## config.mk

```make
export PLATFORM = sky130hd
export DESIGN_NAME = lightsaber_settings_regs_flat
export DESIGN_NICKNAME = d
export VERILOG_FILES = /design/src/rtl/lightsaber_settings_regs_pkg.sv /design/src/rtl/lightsaber_settings_regs_if.sv /design/src/rtl/lightsaber_settings_regs_setting_reg.sv /design/src/rtl/lightsaber_settings_regs.sv /design/src/flat_wrapper.sv
export SDC_FILE = /design/constraint.sdc
export NUM_CORES = 1
export LEC_CHECK = 0
export ABC_CLOCK_PERIOD_IN_PS = 1300
export BUFFER_PORTS_ARGS = -buffer_cell sky130_fd_sc_hd__buf_4
export CAP_MARGIN = 20
export CORE_UTILIZATION = 48
export DETAILED_ROUTE_END_ITERATION = 8
export HOLD_SLACK_MARGIN = 0.15
export PLACE_DENSITY = 0.88
export RECOVER_POWER = 100
export SETUP_SLACK_MARGIN = 0.02
export SLEW_MARGIN = 20
export SYNTH_ARGS = -nofsm -noshare
export SYNTH_HDL_FRONTEND = slang
export SYNTH_SLANG_ARGS = --single-unit
```

## constraint.sdc

```tcl
create_clock -name clk -period 1.3 [get_ports clk]
set_input_delay 0.195 -clock clk [delete_from_list [all_inputs] [get_ports clk]]
set_output_delay 0.195 -clock clk [all_outputs]
set_load 0.02 [all_outputs]
```

## src/rtl/lightsaber_settings_regs_pkg.sv

```systemverilog
// Shared types and constants for the lightsaber settings block: blade
// configuration encoding, field widths and reset values.
package lightsaber_pkg;

  typedef enum logic [1:0] {
    SINGLE     = 2'd0,
    CROSSGUARD = 2'd1,
    DOUBLE     = 2'd2,
    HILTED     = 2'd3
  } blade_cfg_t;

  localparam int CW  = 8;  // colour channel width
  localparam int LIW = 2;  // whole-units length field
  localparam int LDW = 6;  // hundredths length field

  localparam logic [1:0] RST_CFG = SINGLE;

endpackage

```

## src/rtl/lightsaber_settings_regs_if.sv

```systemverilog
// Settings bus between the user-facing control logic and the settings
// registers: requested values, registered values and the update pulse.
interface lightsaber_settings_regs_if;
  import lightsaber_pkg::*;

  logic           on;
  logic [CW-1:0]  r_in;
  logic [CW-1:0]  g_in;
  logic [CW-1:0]  b_in;
  logic [1:0]     cfg_in;
  logic [LIW-1:0] len_int_in;
  logic [LDW-1:0] len_dec_in;

  logic [CW-1:0]  r_out;
  logic [CW-1:0]  g_out;
  logic [CW-1:0]  b_out;
  logic [1:0]     cfg_out;
  logic [LIW-1:0] len_int_out;
  logic [LDW-1:0] len_dec_out;
  logic           upd;

  modport master (
    output on, r_in, g_in, b_in, cfg_in, len_int_in, len_dec_in,
    input  r_out, g_out, b_out, cfg_out, len_int_out, len_dec_out, upd
  );

  modport slave (
    input  on, r_in, g_in, b_in, cfg_in, len_int_in, len_dec_in,
    output r_out, g_out, b_out, cfg_out, len_int_out, len_dec_out, upd
  );
endinterface

```

## src/rtl/lightsaber_settings_regs_setting_reg.sv

```systemverilog
// One enable-gated settings field with a registered "value changed on the
// last edge" flag.
module setting_reg #(
  parameter int               WIDTH   = 8,
  parameter logic [WIDTH-1:0] RST_VAL = '0
) (
  input  logic             clk,
  input  logic             rst,
  input  logic             en,
  input  logic [WIDTH-1:0] d,
  output logic [WIDTH-1:0] q,
  output logic             changed
);

  // NOTE: sequential state uses non-blocking assignments, and only the
  // asynchronous reset joins the clock in the sensitivity list.
  always_ff @(posedge clk or negedge rst) begin
    if (!rst) begin
      q       <= RST_VAL;
      changed <= 1'b0;
    end else if (en) begin
      q       <= d;
      changed <= (d != q);
    end else begin
      changed <= 1'b0;
    end
  end

endmodule

```

## src/rtl/lightsaber_settings_regs.sv

```systemverilog
// Lightsaber settings registers: colour, blade configuration and length,
// captured together while the saber is on and held while it is off.
module lightsaber_settings_regs #(
  parameter int         CW      = lightsaber_pkg::CW,
  parameter int         LIW     = lightsaber_pkg::LIW,
  parameter int         LDW     = lightsaber_pkg::LDW,
  parameter logic [1:0] RST_CFG = lightsaber_pkg::RST_CFG
) (
  input  logic                        clk,
  input  logic                        rst,
  lightsaber_settings_regs_if.slave   bus
);

  logic [5:0] changed;

  setting_reg #(.WIDTH(CW), .RST_VAL('0)) u_r (
    .clk(clk), .rst(rst), .en(bus.on), .d(bus.r_in),
    .q(bus.r_out), .changed(changed[0])
  );

  setting_reg #(.WIDTH(CW), .RST_VAL('0)) u_g (
    .clk(clk), .rst(rst), .en(bus.on), .d(bus.g_in),
    .q(bus.g_out), .changed(changed[1])
  );

  setting_reg #(.WIDTH(CW), .RST_VAL('0)) u_b (
    .clk(clk), .rst(rst), .en(bus.on), .d(bus.b_in),
    .q(bus.b_out), .changed(changed[2])
  );

  setting_reg #(.WIDTH(2), .RST_VAL(RST_CFG)) u_cfg (
    .clk(clk), .rst(rst), .en(bus.on), .d(bus.cfg_in),
    .q(bus.cfg_out), .changed(changed[3])
  );

  // Length halves are stored independently: no carry from hundredths to units.
  setting_reg #(.WIDTH(LIW), .RST_VAL('0)) u_len_int (
    .clk(clk), .rst(rst), .en(bus.on), .d(bus.len_int_in),
    .q(bus.len_int_out), .changed(changed[4])
  );

  setting_reg #(.WIDTH(LDW), .RST_VAL('0)) u_len_dec (
    .clk(clk), .rst(rst), .en(bus.on), .d(bus.len_dec_in),
    .q(bus.len_dec_out), .changed(changed[5])
  );

  assign bus.upd = |changed;

endmodule

```

## src/flat_wrapper.sv

```systemverilog
// flat-port wrapper written by rule: the top's interface ports become plain ports
module lightsaber_settings_regs_flat 
#(
  parameter int         CW      = lightsaber_pkg::CW,
  parameter int         LIW     = lightsaber_pkg::LIW,
  parameter int         LDW     = lightsaber_pkg::LDW,
  parameter logic [1:0] RST_CFG = lightsaber_pkg::RST_CFG
)
  (clk, rst, bus_on, bus_r_in, bus_g_in, bus_b_in, bus_cfg_in, bus_len_int_in, bus_len_dec_in, bus_r_out, bus_g_out, bus_b_out, bus_cfg_out, bus_len_int_out, bus_len_dec_out, bus_upd);
  lightsaber_settings_regs_if bus_i ();
  input  logic clk;
  input  logic rst;
  input wire logic [$bits(bus_i.on)-1:0] bus_on;
  input wire logic [$bits(bus_i.r_in)-1:0] bus_r_in;
  input wire logic [$bits(bus_i.g_in)-1:0] bus_g_in;
  input wire logic [$bits(bus_i.b_in)-1:0] bus_b_in;
  input wire logic [$bits(bus_i.cfg_in)-1:0] bus_cfg_in;
  input wire logic [$bits(bus_i.len_int_in)-1:0] bus_len_int_in;
  input wire logic [$bits(bus_i.len_dec_in)-1:0] bus_len_dec_in;
  output wire logic [$bits(bus_i.r_out)-1:0] bus_r_out;
  output wire logic [$bits(bus_i.g_out)-1:0] bus_g_out;
  output wire logic [$bits(bus_i.b_out)-1:0] bus_b_out;
  output wire logic [$bits(bus_i.cfg_out)-1:0] bus_cfg_out;
  output wire logic [$bits(bus_i.len_int_out)-1:0] bus_len_int_out;
  output wire logic [$bits(bus_i.len_dec_out)-1:0] bus_len_dec_out;
  output wire logic [$bits(bus_i.upd)-1:0] bus_upd;
  assign bus_i.on = bus_on;
  assign bus_i.r_in = bus_r_in;
  assign bus_i.g_in = bus_g_in;
  assign bus_i.b_in = bus_b_in;
  assign bus_i.cfg_in = bus_cfg_in;
  assign bus_i.len_int_in = bus_len_int_in;
  assign bus_i.len_dec_in = bus_len_dec_in;
  assign bus_r_out = bus_i.r_out;
  assign bus_g_out = bus_i.g_out;
  assign bus_b_out = bus_i.b_out;
  assign bus_cfg_out = bus_i.cfg_out;
  assign bus_len_int_out = bus_i.len_int_out;
  assign bus_len_dec_out = bus_i.len_dec_out;
  assign bus_upd = bus_i.upd;
  lightsaber_settings_regs #(.CW(CW), .LIW(LIW), .LDW(LDW), .RST_CFG(RST_CFG)) u_core (.clk(clk), .rst(rst), .bus(bus_i));
endmodule
```

==> results of run 1 <==
[registers in the layout (all words and copies together), names as in the netlist]
register                  cells
u_core.u_len_int.q            2
u_core.u_cfg.changed          1
u_core.u_r.changed            1
u_core.u_g.q                  8
u_core.u_len_dec.q            6
u_core.u_g.changed            1
u_core.u_r.q                  8
u_core.u_len_int.changed      1
u_core.u_len_dec.changed      1
u_core.u_b.changed            1
u_core.u_cfg.q                2
u_core.u_b.q                  8
[power by group]
part | internal (W) | switching (W)
logic | 0.000327 | 0.000369
registers | 0.00136 | 0.000111
clock network | 0.000569 | 0.000404
total | 0.00226 | 0.000883
[final timing paths]
check                      cells past startpoint                               start                            to  slack [ns]
max                                            3  u_core.u_len_int.changed$_DFF_PN0_                       bus_upd       -0.09
min                                            2                         bus_g_in[3]   u_core.u_g.q[3]$_DFFE_PN0P_        0.16
max reg2reg                                    3         u_core.u_r.q[6]$_DFFE_PN0P_  u_core.u_r.changed$_DFF_PN0_        0.10
min reg2reg                                    1         u_core.u_b.q[2]$_DFFE_PN0P_   u_core.u_b.q[2]$_DFFE_PN0P_        0.56
max in group asynchronous                      2                                 rst   u_core.u_r.q[1]$_DFFE_PN0P_        0.21
min in group asynchronous                      2                                 rst  u_core.u_b.changed$_DFF_PN0_        0.55
[routing by layer]
| metal | vias up | track usage | wire length (microns) | share of wire |
|---|---|---|---|---|
| met5 | - | 0 | 0 | 0 |
| met4 | 0 | 0.0426 | 10 | 0.0024 |
| met3 | 2 | 0.0732 | 257 | 0.061 |
| met2 | 50 | 0.378 | 2270 | 0.54 |
| met1 | 669 | 0.258 | 1650 | 0.39 |
| li1 | 648 | - | - | - |
[cells in the final DEF, fill, tap and decap left out, drive strengths merged]
cell type and instances:
a21boi 5, clkinv 1, bufinv 1, buf 16, dfrtp 40, xor2 26
nor4 7, nor2 1, clkbuf 63, nand4 1, dlygate4sd3 24, o31a 1
mux2 34, xnor2 8, nand2 1
[area by class of cell]
cell class | instances | area (sq um)
clock buffers | 6 | 72.6
clock inverters | 2 | 35.0
fillers | 300 | 1070
multi-input cells | 84 | 803
flip-flops and latches | 40 | 1000
well taps | 48 | 60.1
repair buffers | 97 | 619
[timing repair]
action,CTS,global route
hold buffers,13,11
hold endpoints to repair,52,11
setup endpoints to repair,1,3
gates resized for setup,2,3
gates cloned,0,0
pin swaps,0,1
[logic make-up (layout without fill, tap and decap cells)]
logic type	count (synthesis)	in the layout	synth area share
AND/OR/NAND/NOR	10	10	0.0314
buffers and inverters	4	105	0.0246
XOR/XNOR	34	34	0.163
AO/OA/AOI/OAI	6	6	0.0253
flip-flops	40	40	0.547
multiplexers	34	34	0.209
[per-stage QoR]
stage               setup TNS [ns]  cell area, sq um  hold slack, ns  cells  utilization
detailed placement               0              2420           0.192    245        0.661
finish                      -0.126              2590           0.157    277        0.708
floorplan                        0              1830          -0.101    128            -
global route                -0.240              2590           0.143    277        0.708
global placement                 0              2420           0.186    245        0.661
CTS                         -0.126              2670           0.150    266        0.728
==> results_dict.tcl, run 1 <==
set metrics [dict create \
    status "complete, but fails checks" \
    failed_checks "setup timing" \
    cp-start-kind "flip-flop" \
    layout.nets 265 \
    finalCritPeriodShare 1.07 \
    synth.most_common_cell "dfrtp_1" \
    htree_levels 2 \
    required_ns 1.11 \
    dpl.hpwl_mm 2.72 \
    clock_path_buffers 2 \
    yosys_warnings 0 \
    cp.buffers_inverters 1 \
    gr-usage-all-layers 0.216 \
    setup_violations 2 \
    seq_area_frac_synth 0.547 \
    crit_slowest_cell "dfrtp_1" \
    rows 22 \
    yosysTopAreaCellShare 0.547 \
    syn-num-nets 165 \
    ys_ff_latch 40 \
    routedWlPerCell_microns 15.1 \
    syn_to_final_growth_pct 41.6 \
    first_pass_iters 4 \
    drive_above_1_share 0.284 \
    initial_core_util 0.500 \
    ys_types 11 \
    synthCells 128 \
    cp_top_family "flip-flops" \
    end_kind "output pin" \
    routed_via_density 4.94 \
    routed_wl_mm 4.19 \
    peakVddDrop_mv 0.781 \
    clk_pin_slew_ns 0.07 \
    die_area_sq_mm 0.00406 \
    die_y_microns 63.8 \
    core_sq_mm 0.00366 \
    tightest_slew_ns 0.855 \
    slew_violations 0 \
    critPathMaxFanout 1 \
    antenna_found_initial 0 \
    critPathMaxStageDelay_ns 0.38 \
    maxCapViolCount 0 \
    gp_congestion 0.756 \
    cts_setup_buffers 0 \
    avgSynthCellArea_sq_um 14.3 \
    drc 0 \
    critical_path_class "reg2out" \
    skew_ns 0.00174 \
    power_w 0.00314 \
    drt_iter0_drc 32 \
    pin_count 72 \
    cts_tree "built" \
    via_count 1369 \
    yosysTopAreaCell "dfrtp_1" \
    synth_edf_count 0 \
    p_per_area_mw_per_mm2 1210 \
    path_cells "nor4_2 -> nand2_1 -> buf_6" \
    slew_headroom 0.430 \
    die_w_microns 63.8 \
    numCtsBuffers 5 \
    detailedPlace.worstSlack_ns 0.107 \
    grt_pass1_wl_mm 6.56 \
    ys.flop_type "dfrtp_1" \
    clkSinkCount 40 \
    globalRoute.totalOverflow 0 \
    io_buffers 71 \
    setup_ws_ns -0.0906 \
    mappedNetlistArea_sq_mm 0.00183 \
    ant_nets 0 \
    cp.arrival_ns 1.20 \
    rsz0062_at_grt "true" \
    hold_viol 0 \
    power_leakage_nw 1.08 \
    min_period_ns 1.39 \
    antennaDiodeCount 0 \
    grt_start_max_net_pins 41 \
    clkLatencyLatePin_ns 0.28 \
    hold_class "in2reg" \
    synth_commonest_cells "dfrtp_1, mux2_2, xor2_1" \
    root_buffer "clkbuf_8" \
    async_flop_share 1.00 \
    synth_area_leaders "dfrtp_1, mux2_2, xor2_1, xnor2_1, buf_6" \
    fmax_mhz 719 \
    grt_pass1_vias 1385 \
]
(Power assumes the default switching activity.)
==> run 2, diff against run 1 <==
--- a/config.mk
+++ b/config.mk
@@ -11,7 +11,7 @@
 export CORE_UTILIZATION = 48
 export DETAILED_ROUTE_END_ITERATION = 8
 export HOLD_SLACK_MARGIN = 0.15
-export PLACE_DENSITY = 0.88
+export PLACE_DENSITY_LB_ADDON = 0.08
 export RECOVER_POWER = 100
 export SETUP_SLACK_MARGIN = 0.02
 export SLEW_MARGIN = 20
==> results_dict.tcl, run 2 (synthesis results as in run 1) <==
set metrics [dict create \
    status "complete, but fails checks" \
    failed_checks "setup timing" \
    initial_core_util 0.500 \
    globalRoute.totalOverflow 0 \
    hp-start "bus_r_in[1]" \
    clk_pin_slew_ns 0.07 \
    grt_pass1_vias 1193 \
    critPathMaxStageDelay_ns 0.38 \
    io_buffers 71 \
    p_per_area_mw_per_mm2 1190 \
    via_count 1239 \
    skew_ns 0.00161 \
    path_cells "nor4_2 -> nand2_1 -> buf_6" \
    root_buffer "clkbuf_8" \
    rows 22 \
    hold-path-endpoint "u_core.u_r.q[1]$_DFFE_PN0P_" \
    reg.largest.list "u_core.u_b.q x8, u_core.u_g.q x8, u_core.u_r.q x8" \
    power_leakage_nw 1.03 \
    syn_to_final_growth_pct 30.3 \
    ant_nets 0 \
    drc 0 \
    dpl.hpwl_mm 2.37 \
    fin_area_sq_mm 0.00238 \
    htree_levels 2 \
    seqCellArea_sq_mm 0.00100 \
    clock_path_buffers 2 \
    gp_congestion 0.714 \
    core_sq_mm 0.00366 \
    numCtsBuffers 5 \
    reg2reg_from "u_core.u_r.q[7]$_DFFE_PN0P_" \
    holdPathStages 2 \
    hold_viol 0 \
    slew_violations 0 \
    layout_commonest_cell "dfrtp_1" \
    routedWlPerCell_microns 12.5 \
    min_period_ns 1.34 \
    cp.buffers_inverters 1 \
    cts_tree "built" \
    clkSinkCount 40 \
    cp-start-kind "flip-flop" \
    antennaDiodeCount 0 \
    r2r_end "u_core.u_r.changed$_DFF_PN0_" \
    maxCapViolCount 0 \
    routed_wl_mm 3.18 \
    hold_class "in2reg" \
    mostFrequentLayoutCells "dfrtp_1, clkbuf_1, mux2_2" \
    end_kind "output pin" \
    finalCritPeriodShare 1.03 \
    routed_via_density 4.88 \
    cp_top_family "flip-flops" \
    fin_util 0.651 \
    n_fill_cell 308 \
    first_pass_iters 3 \
    placed_cell_area_sq_mm 0.00240 \
    gr-usage-all-layers 0.169 \
    grt_pass1_wl_mm 5.19 \
    cp.arrival_ns 1.14 \
    setup_violations 1 \
    setup_ws_ns -0.0374 \
    slew_headroom 0.644 \
    drive_above_1_share 0.379 \
    peakVddDrop_mv 0.635 \
    drt_iter0_drc 27 \
    required_ns 1.11 \
    critPathMaxFanout 1 \
    die_y_microns 63.8 \
    clkLatencyLatePin_ns 0.28 \
    antenna_found_initial 0 \
    die_w_microns 63.8 \
    startpoint "u_core.u_g.changed$_DFF_PN0_" \
    detailedPlace.worstSlack_ns 0.120 \
    layout.nets 243 \
    multi_input_area_sq_um 791 \
    crit_slowest_cell "dfrtp_1" \
    fmax_mhz 748 \
    grt_start_max_net_pins 41 \
    pin_count 72 \
    critical_path_class "reg2out" \
    tightest_slew_ns 0.534 \
    reg2regPathDepth 3 \
    rsz0062_at_grt "true" \
    ff2ff_setup_slack_ns 0.14 \
    die_area_sq_mm 0.00406 \
]
run 2: changes by cell type in the layout (fill, tap and decap cells not counted), sizes merged:
cell / previous run / this run
clkbuf: 63 / 43
bufinv: 1 / 0
dlygate4sd3: 24 / 3
buf: 16 / 35
run 2: power breakdown:
group	internal (W)	switching, W
clock network	0.000364	0.000374
registers	0.00137	0.000100
logic	0.000300	0.000333
total	0.00203	0.000808
run 2: how the worst max path moves through the flow:
stage | end | slack, ns | cells past startpoint
final | bus_upd | -0.04 | 3
after global routing | bus_upd | -0.10 | 3
after CTS | bus_upd | -0.07 | 3
after detailed placement | u_core.u_r.changed$_DFF_PN0_ | 0.12 | 3
after global placement | u_core.u_r.changed$_DFF_PN0_ | 0.12 | 3
after floorplan | u_core.u_b.changed$_DFF_PN0_ | 0.19 | 3
run 2: per-stage QoR:
stage	total power, W	cells	TNS (ns)	hold WS, ns
2_1_floorplan	0.00187	128	0	-0.101
3_3_place_gp	0.00220	244	0	0.192
3_5_place_dp	0.00222	244	0	0.195
4_1_cts	0.00298	252	-0.0726	0.151
5_1_grt	0.00299	254	-0.104	0.151
6_report	0.00284	254	-0.0374	0.160
run 2: worst register-to-register path: cells and delay by family (launching register included):
kind,cells,cell delay [ns]
AOI/OAI and AO/OA,1,0.17
xor gates and xnor gates,1,0.17
DFF,1,0.41
and+or+nand+nor,1,0.28
run 2: area by class of cell:
type / count / share of cell area
clock buffer: 6 / 0.0304
sequential: 40 / 0.420
multi-input combinational: 84 / 0.332
clock inverter: 1 / 0.00210
timing repair buffer: 75 / 0.191
tap: 48 / 0.0252
run 2: layer usage:
layer,track usage,vias up,wire length (microns)
li1,-,595,-
met4,0.0597,0,17
met2,0.293,42,1640
met3,0.0607,2,217
met5,0,-,0
met1,0.190,600,1310
run 2: what timing repair did:
item	CTS	global route
pin swaps	2	1
resized for setup	2	0
endpoints found under the setup margin	1	1
hold endpoints to repair	40	2
hold buffers	1	2
buffers inserted	0	0
==> run 3, diff against run 2 <==
--- a/config.mk
+++ b/config.mk
@@ -9,6 +9,7 @@
 export BUFFER_PORTS_ARGS = -buffer_cell sky130_fd_sc_hd__buf_4
 export CAP_MARGIN = 20
 export CORE_UTILIZATION = 48
+export CTS_BUF_LIST = sky130_fd_sc_hd__clkbuf_8 sky130_fd_sc_hd__clkbuf_16
 export DETAILED_ROUTE_END_ITERATION = 8
 export HOLD_SLACK_MARGIN = 0.15
 export PLACE_DENSITY_LB_ADDON = 0.08
==> results_dict.tcl, run 3 (synthesis results as in run 1) <==
set metrics [dict create \
    path_cells "nor4_2 -> nand2_1 -> buf_6" \
    clk_pin_slew_ns 0.07 \
    via_count 1239 \
    cp.arrival_ns 1.14 \
    drive_above_1_share 0.379 \
    numCtsBuffers 5 \
    grt_pass1_vias 1193 \
    setup_ws_ns -0.0374 \
    initial_core_util 0.500 \
    die_w_microns 63.8 \
    required_ns 1.11 \
    die_area_sq_mm 0.00406 \
    gr-usage-all-layers 0.169 \
    fmax_mhz 748 \
    layout_commonest_cell "dfrtp_1" \
    routed_wl_mm 3.18 \
    syn_to_final_growth_pct 30.3 \
    critical_path_class "reg2out" \
    pin_count 72 \
    rows 22 \
    mostFrequentLayoutCells "dfrtp_1, clkbuf_1, mux2_2" \
    antennaDiodeCount 0 \
    cp-start-kind "flip-flop" \
    crit_slowest_cell "dfrtp_1" \
    die_y_microns 63.8 \
    hold_class "in2reg" \
    clkSinkCount 40 \
    holdWs_ns 0.160 \
    setup_violations 1 \
    status "complete, but fails checks" \
    seqCellArea_sq_mm 0.00100 \
    finalCritPeriodShare 1.03 \
    routed_via_density 4.88 \
    multi_input_area_sq_um 791 \
    clock_path_buffers 2 \
    ant_nets 0 \
    power_leakage_nw 1.03 \
    tightest_slew_ns 0.534 \
    finalNonFillerCells 254 \
    min_period_ns 1.34 \
    skew_ns 0.00212 \
    globalRoute.totalOverflow 0 \
    hold_viol 0 \
    root_buffer "clkbuf_8" \
    maxCapViolCount 0 \
    drt_iter0_drc 27 \
    detailedPlace.worstSlack_ns 0.120 \
    cts_setup_buffers 0 \
    placed_cell_area_sq_mm 0.00240 \
    critPathMaxFanout 1 \
    grt_start_max_net_pins 41 \
    fin_area_sq_mm 0.00238 \
    failed_checks "setup timing" \
    reg.largest.list "u_core.u_b.q x8, u_core.u_g.q x8, u_core.u_r.q x8" \
    clkLatencyLatePin_ns 0.28 \
    power_w 0.00283 \
    layout.nets 243 \
    antenna_found_initial 0 \
    n_fill_cell 308 \
    core_sq_mm 0.00366 \
    slew_violations 0 \
    dpl.hpwl_mm 2.37 \
    end_kind "output pin" \
    p_per_area_mw_per_mm2 1190 \
    routedWlPerCell_microns 12.5 \
    drc 0 \
    cts_tree "built" \
    gp_congestion 0.714 \
    grt_pass1_wl_mm 5.19 \
    peakVddDrop_mv 0.637 \
    slew_headroom 0.644 \
    io_buffers 71 \
    critPathMaxStageDelay_ns 0.38 \
    post-place-cells 244 \
    first_pass_iters 3 \
    htree_levels 2 \
    rsz0062_at_grt "true" \
]
## run 3: metrics by stage
stage,TNS (ns),util
floorplan,0,-
global placement,0,0.655
detailed placement,0,0.655
CTS,-0.0726,0.682
global route,-0.104,0.651
finish,-0.0374,0.651
## run 3: worst paths after layout
kind / slack (ns) / cells past startpoint / endpoint / startpoint
max in group asynchronous: 0.47 / 2 / u_core.u_g.q[1]$_DFFE_PN0P_ / rst
min in group asynchronous: 0.46 / 2 / u_core.u_b.q[5]$_DFFE_PN0P_ / rst
hold / removal: 0.16 / 2 / u_core.u_len_dec.q[2]$_DFFE_PN0P_ / bus_len_dec_in[2]
setup / recovery: -0.04 / 3 / bus_upd / u_core.u_g.changed$_DFF_PN0_
setup reg to reg: 0.14 / 3 / u_core.u_r.changed$_DFF_PN0_ / u_core.u_r.q[7]$_DFFE_PN0P_
hold reg to reg: 0.55 / 1 / u_core.u_r.q[2]$_DFFE_PN0P_ / u_core.u_r.q[2]$_DFFE_PN0P_
## run 3: per-layer routing
metal	global-route usage	part of all wire	vias up
li1	-	-	595
met1	0.190	0.41	600
met2	0.293	0.51	42
met3	0.0607	0.068	2
met4	0.0597	0.0053	0
met5	0	0	-
## run 3: repair_timing
action                                  CTS  global route
resized for setup                         2             0
endpoints found under the hold margin    40             2
endpoints found under the setup margin    1             1
hold buffers                              1             2
pin swaps                                 2             1
## run 3: layout make-up
type / instances / share of cell area
Timing Repair Buffer: 75 / 0.191
Multi-Input combinational cell: 84 / 0.332
Sequential cell: 40 / 0.420
Clock inverter: 2 / 0.00367
Tap cell: 48 / 0.0252
Clock buffer: 5 / 0.0289
## run 3: critical path, delay by kind of cell (launching register included)
| kind | cells | cell delay, ns |
|---|---|---|
| DFF | 1 | 0.38 |
| and+or+nand+nor | 2 | 0.35 |
| buffers and inverters | 1 | 0.14 |
## run 3: power by group
part / switching [W] / internal, W
sequential: 0.000100 / 0.00137
combinational: 0.000334 / 0.000300
clock: 0.000375 / 0.000356
total: 0.000809 / 0.00202
